===== config.mk =====
export PLATFORM = sky130hd
export DESIGN_NAME = tx_fifo
export DESIGN_NICKNAME = d
export VERILOG_FILES = /design/src/rtl/tx_fifo.sv
export SDC_FILE = /design/constraint.sdc
export NUM_CORES = 1
export LEC_CHECK = 0
export BUFFER_PORTS_ARGS = -buffer_cell sky130_fd_sc_hd__buf_2
export CELL_PAD_IN_SITES_DETAIL_PLACEMENT = 1
export CELL_PAD_IN_SITES_GLOBAL_PLACEMENT = 2
export CORE_ASPECT_RATIO = 0.8
export CORE_UTILIZATION = 30
export DETAILED_ROUTE_END_ITERATION = 10
export GPL_ROUTABILITY_DRIVEN = 0
export PLACE_DENSITY = 0.61
export REMOVE_ABC_BUFFERS = 1
export SKIP_LAST_GASP = 1
export SYNTH_ARGS = -nofsm -noshare
export SYNTH_HDL_FRONTEND = slang
export SYNTH_SLANG_ARGS = --single-unit

===== constraint.sdc =====
create_clock -name Clk -period 2.7 [get_ports Clk]
set_clock_uncertainty 0.15 [all_clocks]
set_input_delay 0.405 -clock Clk [delete_from_list [all_inputs] [get_ports Clk]]
set_output_delay 0.405 -clock Clk [all_outputs]
set_load 0.01 [all_outputs]

===== src/rtl/tx_fifo.sv =====
// tx_fifo: byte FIFO between host-side writes and a UART transmitter.
// Sticky Ovf/Udf error flags are built only when TX_FIFO_ERR_FLAGS_EN is defined.
module tx_fifo #(
   parameter int DEPTH    = 16,
   parameter int AFULL_TH = 12
) (
   input  logic                     Clk,
   input  logic                     RstB,
   input  logic                     WrEn,
   input  logic [7:0]               WrData,
   output logic                     WrFull,
   output logic                     WrAFull,
   input  logic                     RdEn,
   output logic [7:0]               RdData,
   output logic                     Empty,
   output logic [$clog2(DEPTH):0]   Count,
   input  logic                     ErrClr,
   output logic                     Ovf,
   output logic                     Udf
);

   localparam int AW = $clog2(DEPTH);
   localparam logic [AW:0] AFULL_LVL = (AW+1)'(AFULL_TH);

   logic [7:0]  mem_q [DEPTH];
   logic [AW:0] wr_ptr_q, wr_ptr_d;
   logic [AW:0] rd_ptr_q, rd_ptr_d;
   logic [AW:0] count_q, count_d;
   logic        empty_q, empty_d;
   logic        full_q, full_d;
   logic        afull_q, afull_d;
   logic [7:0]  rd_data_q, rd_data_d;
   logic        wr_acc, rd_acc;

   // Pointers carry a wrap bit: equal pointers mean empty, differing only in the wrap bit means full.
   always_comb begin
      wr_acc    = WrEn && !full_q;
      rd_acc    = RdEn && !empty_q;
      wr_ptr_d  = wr_ptr_q + {{AW{1'b0}}, wr_acc};
      rd_ptr_d  = rd_ptr_q + {{AW{1'b0}}, rd_acc};
      count_d   = wr_ptr_d - rd_ptr_d;
      empty_d   = (wr_ptr_d == rd_ptr_d);
      full_d    = (wr_ptr_d == {~rd_ptr_d[AW], rd_ptr_d[AW-1:0]});
      afull_d   = (count_d >= AFULL_LVL);
      rd_data_d = rd_acc ? mem_q[rd_ptr_q[AW-1:0]] : rd_data_q;
   end

   always_ff @(posedge Clk) begin
      if (RstB) begin
         wr_ptr_q  <= '0;
         rd_ptr_q  <= '0;
         count_q   <= '0;
         empty_q   <= 1'b1;
         full_q    <= 1'b0;
         afull_q   <= 1'b0;
         rd_data_q <= 8'h00;
      end else begin
         wr_ptr_q  <= wr_ptr_d;
         rd_ptr_q  <= rd_ptr_d;
         count_q   <= count_d;
         empty_q   <= empty_d;
         full_q    <= full_d;
         afull_q   <= afull_d;
         rd_data_q <= rd_data_d;
      end
   end

   // Storage has no reset so it maps onto a simple dual-port RAM.
   always_ff @(posedge Clk) begin
      if (wr_acc && !RstB) begin
         mem_q[wr_ptr_q[AW-1:0]] <= WrData;
      end
   end

   assign WrFull  = full_q;
   assign WrAFull = afull_q;
   assign Empty   = empty_q;
   assign Count   = count_q;
   assign RdData  = rd_data_q;

`ifdef TX_FIFO_ERR_FLAGS_EN
   logic ovf_q, ovf_d;
   logic udf_q, udf_d;

   // A new error event outranks a clear arriving in the same cycle.
   always_comb begin
      ovf_d = ovf_q;
      udf_d = udf_q;
      if (ErrClr) begin
         ovf_d = 1'b0;
         udf_d = 1'b0;
      end
      if (WrEn && full_q) begin
         ovf_d = 1'b1;
      end
      if (RdEn && empty_q) begin
         udf_d = 1'b1;
      end
   end

   always_ff @(posedge Clk) begin
      if (RstB) begin
         ovf_q <= 1'b0;
         udf_q <= 1'b0;
      end else begin
         ovf_q <= ovf_d;
         udf_q <= udf_d;
      end
   end

   assign Ovf = ovf_q;
   assign Udf = udf_q;
`else
   logic unused_err_clr;
   assign unused_err_clr = ErrClr;
   assign Ovf = 1'b0;
   assign Udf = 1'b0;
`endif

endmodule


* Word level (Yosys, flattened, before mapping)
Memories as Yosys holds them, arrays and structs flattened. A register that Yosys moved wholly into a read port is not among the register bits.
Cells that the tools add are included.
** Word-level totals
- Output and inout bits :: 18
- Memories :: 1
- Register bits after elaboration :: 18
- Input bits :: 13
- Logic and storage cells :: 22
- Latch bits :: 0
- Memory bits (read-only) :: 0
- RAM bits :: 128
** Memories
- mem_q :: depth 16, width 8, rd ports 1, clocked after memory_dff 1, wr ports 1, line 25 : logic [7:0] mem_q [DEPTH];
** Cells by class
- Divide/modulo/power cells :: 0
- Reductions and logical operators :: 6
- Order comparisons :: 1
- Multiplexer cells :: 2
- $mul :: 0
- Bitwise gates (word level) :: 1
- Equality and inequality tests :: 2
- $add $sub $neg :: 3
- Shift-type cells :: 0
** Operators by type and width (count)
- adder 5 x 1 -> 5 bit :: 2
- == test 5 bit :: 2
- greater-or-equal comparator 5 x 4 -> 1 bit, second input constant :: 1
- subtractor 5 bit :: 1
- logical AND 1 bit :: 3
- logical NOT 1 bit :: 3
- 2-to-1 mux 1 bit :: 2
- inverter 1 bit :: 1

* Longest topological paths before layout
Gate-level depths: netlist of run 1.
- Word-level depth :: 5
- Gate-level depth with buffers :: 10

* Worst setup path after synthesis of run 1
OpenSTA, ideal clock, no wires.
- Path type :: register to register
- From :: reg empty_q (netlist: Empty)
- To :: reg afull_q (netlist: WrAFull)
- Arrival time :: 2.023 ns
- Buffers on the path :: 1
- Path slack :: 0.394 ns
- Required time :: 2.417 ns
- Cell stages (with the launch flop) :: 10
- Path through :: dfxtp_1 nand2b_1 clkbuf_1 xnor2_1 ha_1 inv_1 maj3_1 maj3_2 xor2_1 o22ai_1
** Between the ends
- Cells in the longest elaborated chain, start to end :: 5
** RTL lines
- from (decl) :: line 29 : logic empty_q, empty_d;
- from (signal assigned) :: line 61 : empty_q <= empty_d;
- logical NOT 1 bit :: line 38 : rd_acc = RdEn && !empty_q;
- logical AND 1 bit :: line 38
- adder 5 x 1 -> 5 bit :: line 40 : rd_ptr_d = rd_ptr_q + {{AW{1'b0}}, rd_acc};
- named net rd_ptr_d[0] :: line 27 : logic [AW:0] rd_ptr_q, rd_ptr_d;
- subtractor 5 bit :: line 41 : count_d = wr_ptr_d - rd_ptr_d;
- greater-or-equal comparator 5 x 4 -> 1 bit :: line 44 : afull_d = (count_d >= AFULL_LVL);
- to (signal assigned) :: line 63 : afull_q <= afull_d;
- to (decl) :: line 31 : logic afull_q, afull_d;
The timed path passes the listed nets, and every way through them passes these cells.
A chain may end at the register's enable or synchronous reset.

* Worst setup path in the final report of run 1
- From :: reg full_q (netlist: WrFull)
- To :: reg afull_q (netlist: WrAFull)
** Between the ends
- Cells in the longest elaborated chain, start to end :: 5
** RTL lines
- from (decl) :: line 30 : logic full_q, full_d;
- from (signal assigned) :: line 62 : full_q <= full_d;
- logical NOT 1 bit :: line 37 : wr_acc = WrEn && !full_q;
- logical AND 1 bit :: line 37
- adder 5 x 1 -> 5 bit :: line 39 : wr_ptr_d = wr_ptr_q + {{AW{1'b0}}, wr_acc};
- named net wr_ptr_d[1] :: line 26 : logic [AW:0] wr_ptr_q, wr_ptr_d;
- subtractor 5 bit :: line 41
- greater-or-equal comparator 5 x 4 -> 1 bit :: line 44
The timed path passes the listed nets, and every way through them passes these cells.

==> impl_results.md, run 1 <==
- Status: finished, final reports clean
- Most common cell after layout, fill and taps aside: edfxtp_1
- Pint: 0.00415 W
- Row count: 46
- Cells after Synth: 329
- Clk buf depth: 2
- Fmax: 0.397 GHz
- Inserted Clock Buffers: 17
- Logic pwr share: 9.9%
- Met2 routed WL: 5.38 mm
- Vias in the first global route: 3,075
- DR pass1 iterations: 4
- Least-Margin Pin Slew: 506 ps
- Met1 Wirelength: 6.42 mm
- Root Driver: clkbuf_16
- Via count: 3,033
- Sequential share of power: 49.0%
- Post-CTS Setup Bufs: 0
- Clock power frac: 41.2%
- #FFs+latches synth: 154
- WL/cell: 18.9 um
- Top Ports: 31
- Detailed router's first-iteration violation count: 183
- Via density per instance: 4.60
- Final std cells w/o fill: 659
- ANT nets after route: 0
- CP bufs+invs: 0
- Initial antenna violation count: 0
- Total power: 0.00543 W
- FILL cells: 2,007
- Die Y: 129 um
- Cts hold-fix bufs: 0
- Fin nets: 398
- All-Layer GR Usage: 12.8%
- Die Wd: 161 um
- Final setup viols: 0
- PortBufs: 27
- Crit Path Class: reg -> reg
- Worst Path Arrival: 2660 ps
- Die area: 20,700 sq um
- Crit-path leading delay family: adder cells
- Final Cycle Share: 93.3%
- Required @ worst endpoint: 2840 ps
- Layout area overhead: 18.5%
- Yosys warning count: 0
- Post-DP HPWL: 8.37 mm
- Final core utilization: 36.2%
- Layout cells sized above 1: 32.4%
- HP Class: in -> reg
- First-pass GRT wire length: 19.0 mm
- Worst skew pair latency: 420 ps
- Final number of hold-violating endpoints: 0
- Switching share of power: 23.6%
- Net Switching: 0.00128 W
- Sink Count: 154
- Mean Syn Cell Area: 18.4 sq um
- Critical-path cell list: nand2b_1 > nor2_1 > ha_1 > xor2_1 > ha_1 > o22ai_1 > a31oi_1 > xor2_1 > o22ai_1
- Worst VDD drop: 530 uV
- CORE AREA: 19,800 sq um
- WL met3: 502 um
- Slew Limit Fails: 0
- Largest net degree at the start of global routing: 34
- Top Metal Used: met4
- DRC violations left: 0
- Post-Route WL: 12.4 mm
- Register area share after synthesis: 72.2%
- Fin crit period: 2520 ps
- CP max stage cell: ha_1
- Startpoint class of the critical path: flop
- Placed cell count: 627
- Cell Area, Synth: 6040 sq um
- RSZ-0062 raised after global routing: false
- Crit path largest cell delay: 430 ps
- Max_cap viols: 0
- Post-synthesis cell type count: 38
- Overall overflow remaining after global route: 0
- CP Max Fanout: 5
- TritonCTS clock tree: built
- Most frequent cells in the layout: edfxtp_1 (128), mux4_2 (40), nor2_1 (27), buf_2 (27), dfxtp_1 (25)
- Post_cts resized: 0
- Slew margin rel.: 65.9%
- Critical Path End Type: flop
- Starting density of the core: 30.5%
- Leak pwr: 2.33 nW
- Clock transition at path regs: 60 ps
- Cell area power density: 758 nW/um^2
- # H-tree levels: 4
- ANT cells: 0
[routing by layer]
layer  up-vias  GRT usage (%)
li1       1390              -
met1      1573           18.7
met2        58           18.5
met3        12           3.48
met4         0           4.33
met5         -              0
[layout make-up]
type	count	area [sq um]	share of cell area (%)
Clock inverter	14	125	1.75
Tap cell	264	330	4.61
Inverter	3	11.3	0.157
Sequential cell	154	4370	60.9
Clock buffer	18	429	5.99
Multi-Input combinational cell	156	1580	22.1
Timing Repair Buffer	50	320	4.47
[synth_stat cells]
| master | count | area (sq um) |
|---|---|---|
| a211oi_1 | 1 | 7.51 |
| a21oi_1 | 8 | 40.0 |
| a31oi_1 | 1 | 6.26 |
| and2_4 | 1 | 8.76 |
| buf_1 | 2 | 7.51 |
| buf_2 | 7 | 35.0 |
| buf_4 | 3 | 22.5 |
| buf_6 | 1 | 11.3 |
| clkbuf_1 | 4 | 15.0 |
| conb_1 | 1 | 3.75 |
| dfxtp_1 | 26 | 521 |
| edfxtp_1 | 128 | 3840 |
| ha_1 | 3 | 37.5 |
| inv_1 | 3 | 11.3 |
| maj3_1 | 1 | 10.0 |
| maj3_2 | 1 | 11.3 |
| mux2i_1 | 1 | 10.0 |
| mux4_2 | 40 | 901 |
| nand2_1 | 24 | 90.1 |
| nand2b_1 | 5 | 31.3 |
| nand3_1 | 3 | 15.0 |
| nand3b_4 | 1 | 20.0 |
| nand4b_1 | 1 | 8.76 |
| nor2_1 | 27 | 101 |
| nor2b_1 | 5 | 31.3 |
| nor3_1 | 5 | 25.0 |
| nor3b_2 | 1 | 12.5 |
| nor4_1 | 1 | 6.26 |
| o211ai_1 | 1 | 7.51 |
| o21ai_0 | 1 | 5.00 |
| o21bai_1 | 1 | 7.51 |
| o22ai_1 | 2 | 12.5 |
| o31a_1 | 1 | 8.76 |
| or2_2 | 1 | 6.26 |
| or3_4 | 2 | 22.5 |
| or4_1 | 1 | 7.51 |
| xnor2_1 | 5 | 43.8 |
| xor2_1 | 9 | 78.8 |
[stage by stage]
step	setup WS, ps	hold slack (ps)	TNS (ps)	instance area [sq um]
finish	182	102	0	7160
global route	17.4	87.7	0	7160
CTS	191	81.8	0	7160
detailed placement	169	300	0	6610
global placement	217	289	0	6610
floorplan	-563	322	-5910	5960
[power groups by stage]
stage / Clock, W / Sequential (W) / Combinational, W
2_1_floorplan: 0 / 0.00276 / 0.000287
3_3_place_gp: 0 / 0.00271 / 0.000546
3_5_place_dp: 0 / 0.00271 / 0.000548
4_1_cts: 0.00231 / 0.00266 / 0.000550
5_1_grt: 0.00239 / 0.00266 / 0.000594
6_report: 0.00223 / 0.00266 / 0.000537
[cells by family after synthesis]
logic type | after synthesis | share of synthesized area (%)
compound gates | 16 | 1.57
xor+xnor | 14 | 2.03
fa+ha+maj | 5 | 0.973
buf+inv | 20 | 1.70
flops | 154 | 72.2
mux | 41 | 15.1
other cells | 1 | 0.0620
simple gates | 78 | 6.40
[flip-flops by register name, indices dropped and copies added (netlist names)]
register,cells
RdData,8
WrAFull,1
Empty,1
mem_q,128
rd_ptr_q,5
WrFull,1
Count,5
wr_ptr_q,5
[worst paths after layout]
check | startpoint | endpoint | slack (ps) | cells past startpoint
hold reg to reg | RdData[7]$_SDFFE_PP0P_ | RdData[7]$_SDFFE_PP0P_ | 300 | 2
setup / recovery | WrFull$_SDFF_PP0_ | WrAFull$_SDFF_PP0_ | 180 | 9
setup reg to reg | WrFull$_SDFF_PP0_ | WrAFull$_SDFF_PP0_ | 180 | 9
hold / removal | RstB | wr_ptr_q[1]$_SDFF_PP0_ | 100 | 2
No activity file was read; power rests on OpenSTA's default activity.
==> run 2: changes to the inputs <==
--- a/config.mk
+++ b/config.mk
@@ -5,6 +5,8 @@
 export SDC_FILE = /design/constraint.sdc
 export NUM_CORES = 1
 export LEC_CHECK = 0
+export ABC_AREA = 1
+export ABC_CLOCK_PERIOD_IN_PS = 2700
 export BUFFER_PORTS_ARGS = -buffer_cell sky130_fd_sc_hd__buf_2
 export CELL_PAD_IN_SITES_DETAIL_PLACEMENT = 1
 export CELL_PAD_IN_SITES_GLOBAL_PLACEMENT = 2
@@ -12,7 +14,7 @@
 export CORE_UTILIZATION = 30
 export DETAILED_ROUTE_END_ITERATION = 10
 export GPL_ROUTABILITY_DRIVEN = 0
-export PLACE_DENSITY = 0.61
+export PLACE_DENSITY = 0.67
 export REMOVE_ABC_BUFFERS = 1
 export SKIP_LAST_GASP = 1
 export SYNTH_ARGS = -nofsm -noshare
==> run 2 against run 1 <==
Global-route usage is 4.1 points higher. Synthesized cell count up 82%. First-iteration DRC count increased by 77%. Clock-buffer cell count did not move. Final cell count up 40%. Sequential power is essentially flat. Sequential cell count unchanged. Critical endpoint unchanged. Largest power group unchanged.
==> impl_results.md, run 2 <==
- Status: finished, final reports clean
- TritonCTS clock tree: built
- Clk buf depth: 2 (unchanged)
- First-pass GRT wire length: 26.7 mm (+40%)
- Post-Route WL: 17.5 mm (+41%)
- Via count: 4,385 (+45%)
- Post-synthesis simple-gate area fraction: 18.1% (+12 points)
- Cell Area, Synth: 6380 sq um (+5.6%)
- PortBufs: 27 (unchanged)
- Final setup viols: 0 (unchanged)
- CP Max Fanout: 6 (+1)
- Sink Count: 154 (unchanged)
- Crit Path Class: reg -> reg
- Mean Syn Cell Area: 10.6 sq um (-42%)
- Die Y: 132 um (+2.7%)
- Leak pwr: 2.85 nW (+22%)
- ANT cells: 0 (unchanged)
- Yosys warning count: 0 (unchanged)
- Post-synthesis cell type count: 26 (-32%)
- Placed inst area: 6920 sq um (+4.7%)
- Post-synthesis adder-cell area fraction: 0.588% (-0.38 points)
- Reg2reg start: WrFull$_SDFF_PP0_
- FF-to-FF End: WrAFull$_SDFF_PP0_
- Synth area leaders: edfxtp_1 (60%), dfxtp_1 (8.2%), nand2_1 (6.8%)
- Mux cell area share after synthesis: 0% (-15 points)
- Worst VDD drop: 320 uV (-40%)
- Pint: 0.00416 W (+0.27%)
- Sequential share of power: 47.7% (-1.3 points)
- DRC violations left: 0 (unchanged)
- Post_cts resized: 0 (unchanged)
- Via density per instance: 4.74 (+3.0%)
- Clock power frac: 42.1% (+0.9 points)
- Sequential cell area: 4370 sq um (unchanged)
- Final Cycle Share: 84.5% (-8.8 points)
- Synth Area in XOR/XNOR: 0.274% (-1.8 points)
- Max reg flops: 128 (unchanged)
- ANT nets after route: 0 (unchanged)
- Worst setup path startpoint: WrFull$_SDFF_PP0_
- Worst skew pair latency: 430 ps (about the same)
- Root Driver: clkbuf_16
- Fin nets: 659 (+66%)
- Share of Yosys cell area claimed by the top area cell type: 60.2% (-3.4 points)
- Footprint of the multi-input gates: 1730 sq um (+9.5%)
- Worst setup path end: WrAFull$_SDFF_PP0_
- #FFs+latches synth: 154 (unchanged)
- All-Layer GR Usage: 16.9% (+4.1 points)
- Cell area power density: 744 nW/um^2 (-1.8%)
- Fmax: 0.438 GHz (+10%)
- Post-Place Setup Slack: 281 ps (+113 ps)
- Clock transition at path regs: 70 ps (about the same)
- Synth area leader: edfxtp_1
- Final WS setup: 419 ps (+237 ps)
- CORE AREA: 20,800 sq um (+4.8%)
- Top Ports: 31 (unchanged)
- Largest family of logic cells by synthesized area: simple AND/OR/NAND/NOR gates
- Most frequent cells in the layout: edfxtp_1 (128), nand2_1 (115), nor2_1 (109)
- FILL cells: 2,290 (+14%)
- Most frequent cells after synthesis: edfxtp_1 (128), nand2_1 (115), nor2_1 (109)
- Logic pwr share: 10.1% (+0.2 points)
- Layout cells sized above 1: 14.0% (-18 points)
- Post-synth EDFFs: 128 (unchanged)
- Switching share of power: 25.4% (+1.9 points)
- Least-Margin Pin Slew: 502 ps (-4.29 ps)
- DR pass1 iterations: 4 (unchanged)
- Cts hold-fix bufs: 0 (unchanged)
- FF-to-FF path depth: 16 (+7)
- Fin crit period: 2280 ps (-237 ps)
- Max_cap viols: 0 (unchanged)
- Vias in the first global route: 4,482 (+46%)
- Post-DP HPWL: 11.4 mm (+36%)
- Post-route design area: 7500 sq um (+4.7%)
- Overall overflow remaining after global route: 0 (unchanged)
- Largest net degree at the start of global routing: 65 (+91%)
- Layout area overhead: 17.5%
- HP Class: in -> reg
- # H-tree levels: 4 (unchanged)
- FFs w/ async S/R, synth: 0% (unchanged)
- Most common cell in the synthesized netlist: edfxtp_1
- Final number of hold-violating endpoints: 0 (unchanged)
- Row count: 47 (+2.2%)
- FF-to-FF setup slack: 420 ps (+240 ps)
- Post-CTS Setup Bufs: 0 (unchanged)
- Detailed router's first-iteration violation count: 323 (+77%)
- Cells after Synth: 600 (+82%)
- Slew margin rel.: 66.4% (+0.45 points)
- Die Wd: 165 um (+2.7%)
- Synth Area in Compound Gates: 8.04% (+6.5 points)
- Critical Path End Type: flop
- Startpoint class of the critical path: flop
- RSZ-0062 raised after global routing: false
- Starting density of the core: 30.7% (+0.22 points)
- Initial antenna violation count: 0 (unchanged)
- WL/cell: 18.9 um (+0.25%)
- Inserted Clock Buffers: 17 (unchanged)
- Register area share after synthesis: 68.4% (-3.8 points)
- Die area: 21,900 sq um (+5.5%)
- Top_reg_cell synth: edfxtp_1
- Required @ worst endpoint: 2930 ps (+90 ps)
- Most common cell after layout, fill and taps aside: edfxtp_1
- Net Switching: 0.00142 W (+11%)
- Slew Limit Fails: 0 (unchanged)
- Worst Path Arrival: 2510 ps (-150 ps)
[run 2: changes by cell type after synthesis, moves of 11 or more]
cell and delta:
a21oi_1 +11, inv_1 +31, mux4_2 -40, nand2_1 +91
nand3_1 +52, nor2_1 +82, o21ai_0 +35
[run 2: layout make-up]
class,instances,area share (%)
Clock buffer,18,5.72
Clock inverter,14,1.99
Inverter,38,1.90
Multi-Input combinational cell,379,23.1
Sequential cell,154,58.2
Tap cell,269,4.49
Timing Repair Buffer,53,4.57
[run 2: how the worst min path moves through the flow]
stage | end | cells after the start | start
floorplan | Count[0]$_SDFF_PP0_ | 1 | RstB
global placement | RdData[1]$_SDFFE_PP0P_ | 4 | RdData[1]$_SDFFE_PP0P_
detailed placement | RdData[7]$_SDFFE_PP0P_ | 4 | RdData[7]$_SDFFE_PP0P_
CTS | mem_q[2][6]$_DFFE_PP_ | 1 | WrData[6]
global route | mem_q[10][0]$_DFFE_PP_ | 1 | WrData[0]
finish | mem_q[10][0]$_DFFE_PP_ | 1 | WrData[0]
[run 2: cells by family (layout without fill, tap and decap cells)]
kind of cell / Yosys count / count (layout)
other cells: 1 / 2
fa+ha+maj: 3 / 3
compound gates: 88 / 88
simple gates: 284 / 284
flops: 154 / 154
xor+xnor: 2 / 2
buf+inv: 68 / 123
[run 2: stage by stage]
stage / utilization, % / hold WS, ps / total power (W) / cells / TNS [ps]
after floorplan: - / 322 / 0.00302 / 571 / -4630
after global placement: 33.3 / 394 / 0.00326 / 893 / 0
after detailed placement: 33.3 / 410 / 0.00328 / 893 / 0
after CTS: 36.1 / 229 / 0.00564 / 925 / 0
after global routing: 36.1 / 238 / 0.00579 / 925 / 0
final: 36.1 / 233 / 0.00558 / 925 / 0
[run 2: critical path, cell delays in order, from the launching register on]
cell and delay [ps]:
dfxtp_1 330, inv_1 40, nand2_1 180, nor2_1 70, ha_1 300, inv_1 80
nand3_1 110, nand2_1 90, inv_1 50, ha_1 190, inv_1 60, nand2_1 110
nand2_1 120, nand2_1 70, nor2_2 100, nand3_1 90, nand2_1 80
[run 2: power by group through the flow]
| stage | sequential (W) | clock, W | combinational, W |
|---|---|---|---|
| floorplan | 0.00276 | 0 | 0.000266 |
| global placement | 0.00271 | 0 | 0.000551 |
| detailed placement | 0.00271 | 0 | 0.000570 |
| CTS | 0.00266 | 0.00240 | 0.000572 |
| global route | 0.00267 | 0.00248 | 0.000634 |
| finish | 0.00266 | 0.00235 | 0.000566 |
[run 2: per-layer routing]
metal | up-vias | routed length (um) | GRT usage, %
met3 | 10 | 664 | 3.76
met2 | 56 | 7540 | 24.2
met5 | - | 0 | 0
met4 | 0 | 141 | 4.38
met1 | 2171 | 9150 | 25.6
li1 | 2148 | - | -
==> run 3: changes to the inputs <==
--- a/config.mk
+++ b/config.mk
@@ -5,8 +5,8 @@
 export SDC_FILE = /design/constraint.sdc
 export NUM_CORES = 1
 export LEC_CHECK = 0
-export ABC_AREA = 1
-export ABC_CLOCK_PERIOD_IN_PS = 2700
+export ABC_AREA = 0
+export ABC_CLOCK_PERIOD_IN_PS = 1950
 export BUFFER_PORTS_ARGS = -buffer_cell sky130_fd_sc_hd__buf_2
 export CELL_PAD_IN_SITES_DETAIL_PLACEMENT = 1
 export CELL_PAD_IN_SITES_GLOBAL_PLACEMENT = 2
@@ -14,7 +14,7 @@
 export CORE_UTILIZATION = 30
 export DETAILED_ROUTE_END_ITERATION = 10
 export GPL_ROUTABILITY_DRIVEN = 0
-export PLACE_DENSITY = 0.67
+export PLACE_DENSITY = 0.63
 export REMOVE_ABC_BUFFERS = 1
 export SKIP_LAST_GASP = 1
 export SYNTH_ARGS = -nofsm -noshare
==> constraint.sdc (replaced) <==
create_clock -name Clk -period 1.95 [get_ports Clk]
set_clock_uncertainty 0.15 [all_clocks]
set_input_delay 0.2925 -clock Clk [delete_from_list [all_inputs] [get_ports Clk]]
set_output_delay 0.2925 -clock Clk [all_outputs]
set_load 0.01 [all_outputs]
==> run 3 against run 2 <==
The run now ends with setup timing left. Sequential power increased by 38%. Non-clock buffer count up 37. Clock-buffer cell count down 1. Worst hold slack got worse by 130 ps. Register-to-register slack got worse by 640 ps. Combinational power rose by 73%. Final cell count fell by 24%.
==> impl_results.md, run 3 (synthesis gave the netlist of run 1 again) <==
- DRC violations left: 0 (unchanged)
- Startpoint class of the critical path: flop
- Final number of hold-violating endpoints: 0 (unchanged)
- Most common cell after layout, fill and taps aside: edfxtp_1
- ANT cells: 0 (unchanged)
- Cell area power density: 1020 nW/um^2 (+37%)
- RSZ-0062 raised after global routing: true
- CP Max Fanout: 4 (-2)
- Layout cells sized above 1: 44.1% (+30 points)
- Critical-path cell list: buf_6 > nand3b_4 > xor2_4 > xor2_2 > buf_4 > nand2_1 > or3_4 > nor3b_4
- CP bufs+invs: 2 (-2)
- Via density per instance: 4.47 (-5.6%)
- Starting density of the core: 30.5% (-0.22 points)
- Row count: 46 (-2.1%)
- Worst Path Arrival: 2360 ps (-150 ps)
- Fmax: 0.460 GHz (+5.0%)
- Initial antenna violation count: 0 (unchanged)
- Post-DP HPWL: 8.93 mm (-21%)
- Critical Path End Type: flop
- Layout area overhead: 26.6%
- PortBufs: 27 (unchanged)
- Die Wd: 161 um (-2.7%)
- Leak pwr: 2.57 nW (-9.7%)
- Crit Path Class: reg -> reg
- CORE AREA: 19,800 sq um (-4.6%)
- Required @ worst endpoint: 2140 ps (-790 ps)
- Reg2reg start: rd_ptr_q[0]$_SDFF_PP0_
- ANT nets after route: 0 (unchanged)
- Final Cycle Share: 111% (+27 points)
- Post-Route WL: 12.9 mm (-26%)
- First-pass GRT wire length: 20.0 mm (-25%)
- Placed inst area: 6840 sq um (-1.2%)
- Most frequent cells in the layout: edfxtp_1 (128), buf_4 (58), mux4_2 (40)
- Sink Count: 154 (unchanged)
- Crit path largest cell delay: 410 ps (+80 ps)
- Max reg flops: 128 (unchanged)
- TritonCTS clock tree: built
- FILL cells: 2,008 (-12%)
- Worst VDD drop: 554 uV (+73%)
- Status: finished with violations
- Final WS setup: -223 ps (-642 ps)
- FF-to-FF End: WrFull$_SDFF_PP0_
- FF-to-FF setup slack: -220 ps (-640 ps)
- Die area: 20,700 sq um (-5.2%)
- # H-tree levels: 4 (unchanged)
- Min-Delay Startpoint: WrData[0]
- Inserted Clock Buffers: 17 (unchanged)
- Max_cap viols: 0 (unchanged)
- Largest net degree at the start of global routing: 29 (-55%)
- Failing checks: setup timing
- Die Y: 129 um (-2.6%)
- Hold-critical path depth: 1 (unchanged)
- All-Layer GR Usage: 13.4% (-3.5 points)
- Root Driver: clkbuf_16
- Vias in the first global route: 3,344 (-25%)
- HP Class: in -> reg
- Via count: 3,128 (-29%)
- Placed cell count: 656 (-27%)
- Clock transition at path regs: 70 ps (about the same)
- Fin crit period: 2170 ps (-108 ps)
- Final setup viols: 14 (+14)
- CP max stage cell: or3_4
- DR pass1 iterations: 4 (unchanged)
- WL/cell: 18.4 um (-2.6%)
- Worst skew pair latency: 430 ps (about the same)
- Post-Place Setup Slack: -423 ps (-705 ps)
- Hold worst-path end: mem_q[7][0]$_DFFE_PP_
- Clk buf depth: 2 (unchanged)
- Overall overflow remaining after global route: 0 (unchanged)
- Post-route design area: 7650 sq um (+2.1%)
- Slew Limit Fails: 0 (unchanged)
- Fin nets: 438 (-34%)
- FF-to-FF path depth: 8 (-8)
- Crit-path leading delay family: simple AND/OR/NAND/NOR gates
- Top Ports: 31 (unchanged)
- Detailed router's first-iteration violation count: 185 (-43%)
- Final std cells w/o fill: 699 (-24%)
run 3: cell count changes in the layout (fill, tap and decap cells not counted), sizes merged, moves of 11 or more:
cell   previous run  this run
a21oi            19         8
buf              53        89
inv              39         7
mux4              0        40
nand2           115        24
nand3            56         3
nor2            112        27
o21ai            44         1
run 3: what timing repair did:
action                     4_1_cts  5_1_grt
setup endpoints to repair       15       49
pin swaps                       12        9
gates resized for setup         21       13
buffers inserted                 4        6
hold endpoints to repair         1        0
hold buffers                     1        0
run 3: layer usage:
layer	share of wire, %	track usage [%]
met2	45	19.6
met4	1.3	4.83
met3	2.6	3.77
met1	51	19.1
met5	0	0
run 3: power by group:
part / switching, W / internal (W) / leakage (nW) / total, W
registers: 0.0000362 / 0.00364 / 1.37 / 0.00368
clock network: 0.00136 / 0.00177 / 0.268 / 0.00313
logic: 0.000463 / 0.000515 / 0.937 / 0.000979
total: 0.00186 / 0.00593 / 2.57 / 0.00779
run 3: area by class of cell:
| cell class | instances | area, sq um | area share, % |
|---|---|---|---|
| sequential | 154 | 4370 | 57.1 |
| multi-input combinational | 156 | 1730 | 22.6 |
| timing repair buffer | 90 | 643 | 8.40 |
| clock buffer | 17 | 425 | 5.56 |
| tap | 264 | 330 | 4.32 |
| clock inverter | 15 | 143 | 1.86 |
| inverter | 3 | 11.3 | 0.147 |
run 3: how the worst max path moves through the flow:
stage                           start                 end  slack (ps)  depth (start not counted)
2_1_floorplan  rd_ptr_q[0]$_SDFF_PP0_   WrFull$_SDFF_PP0_       -1310                          6
3_3_place_gp                     RdEn  WrAFull$_SDFF_PP0_        -320                          9
3_5_place_dp                     RdEn  WrAFull$_SDFF_PP0_        -420                          9
4_1_cts        rd_ptr_q[0]$_SDFF_PP0_   WrFull$_SDFF_PP0_        -200                          7
5_1_grt             WrFull$_SDFF_PP0_  WrAFull$_SDFF_PP0_        -290                         10
6_report       rd_ptr_q[0]$_SDFF_PP0_   WrFull$_SDFF_PP0_        -220                          8
run 3: worst register-to-register path, stage by stage (launching register included):
cell      delay, ps
dfxtp_4         380
buf_6           110
nand3b_4        120
xor2_4          240
xor2_2          230
buf_4           150
nand2_1          60
or3_4           410
nor3b_4         240
run 3: metrics by stage:
stage	hold WS [ps]	util [%]	TNS, ps	total power, W
6_report	102	38.7	-2100	0.00779
5_1_grt	106	38.7	-3550	0.00811
4_1_cts	92.5	38.2	-2300	0.00784
3_5_place_dp	300	34.5	-3440	0.00459
3_3_place_gp	289	34.5	-2940	0.00458
2_1_floorplan	209	-	-21880	0.00423
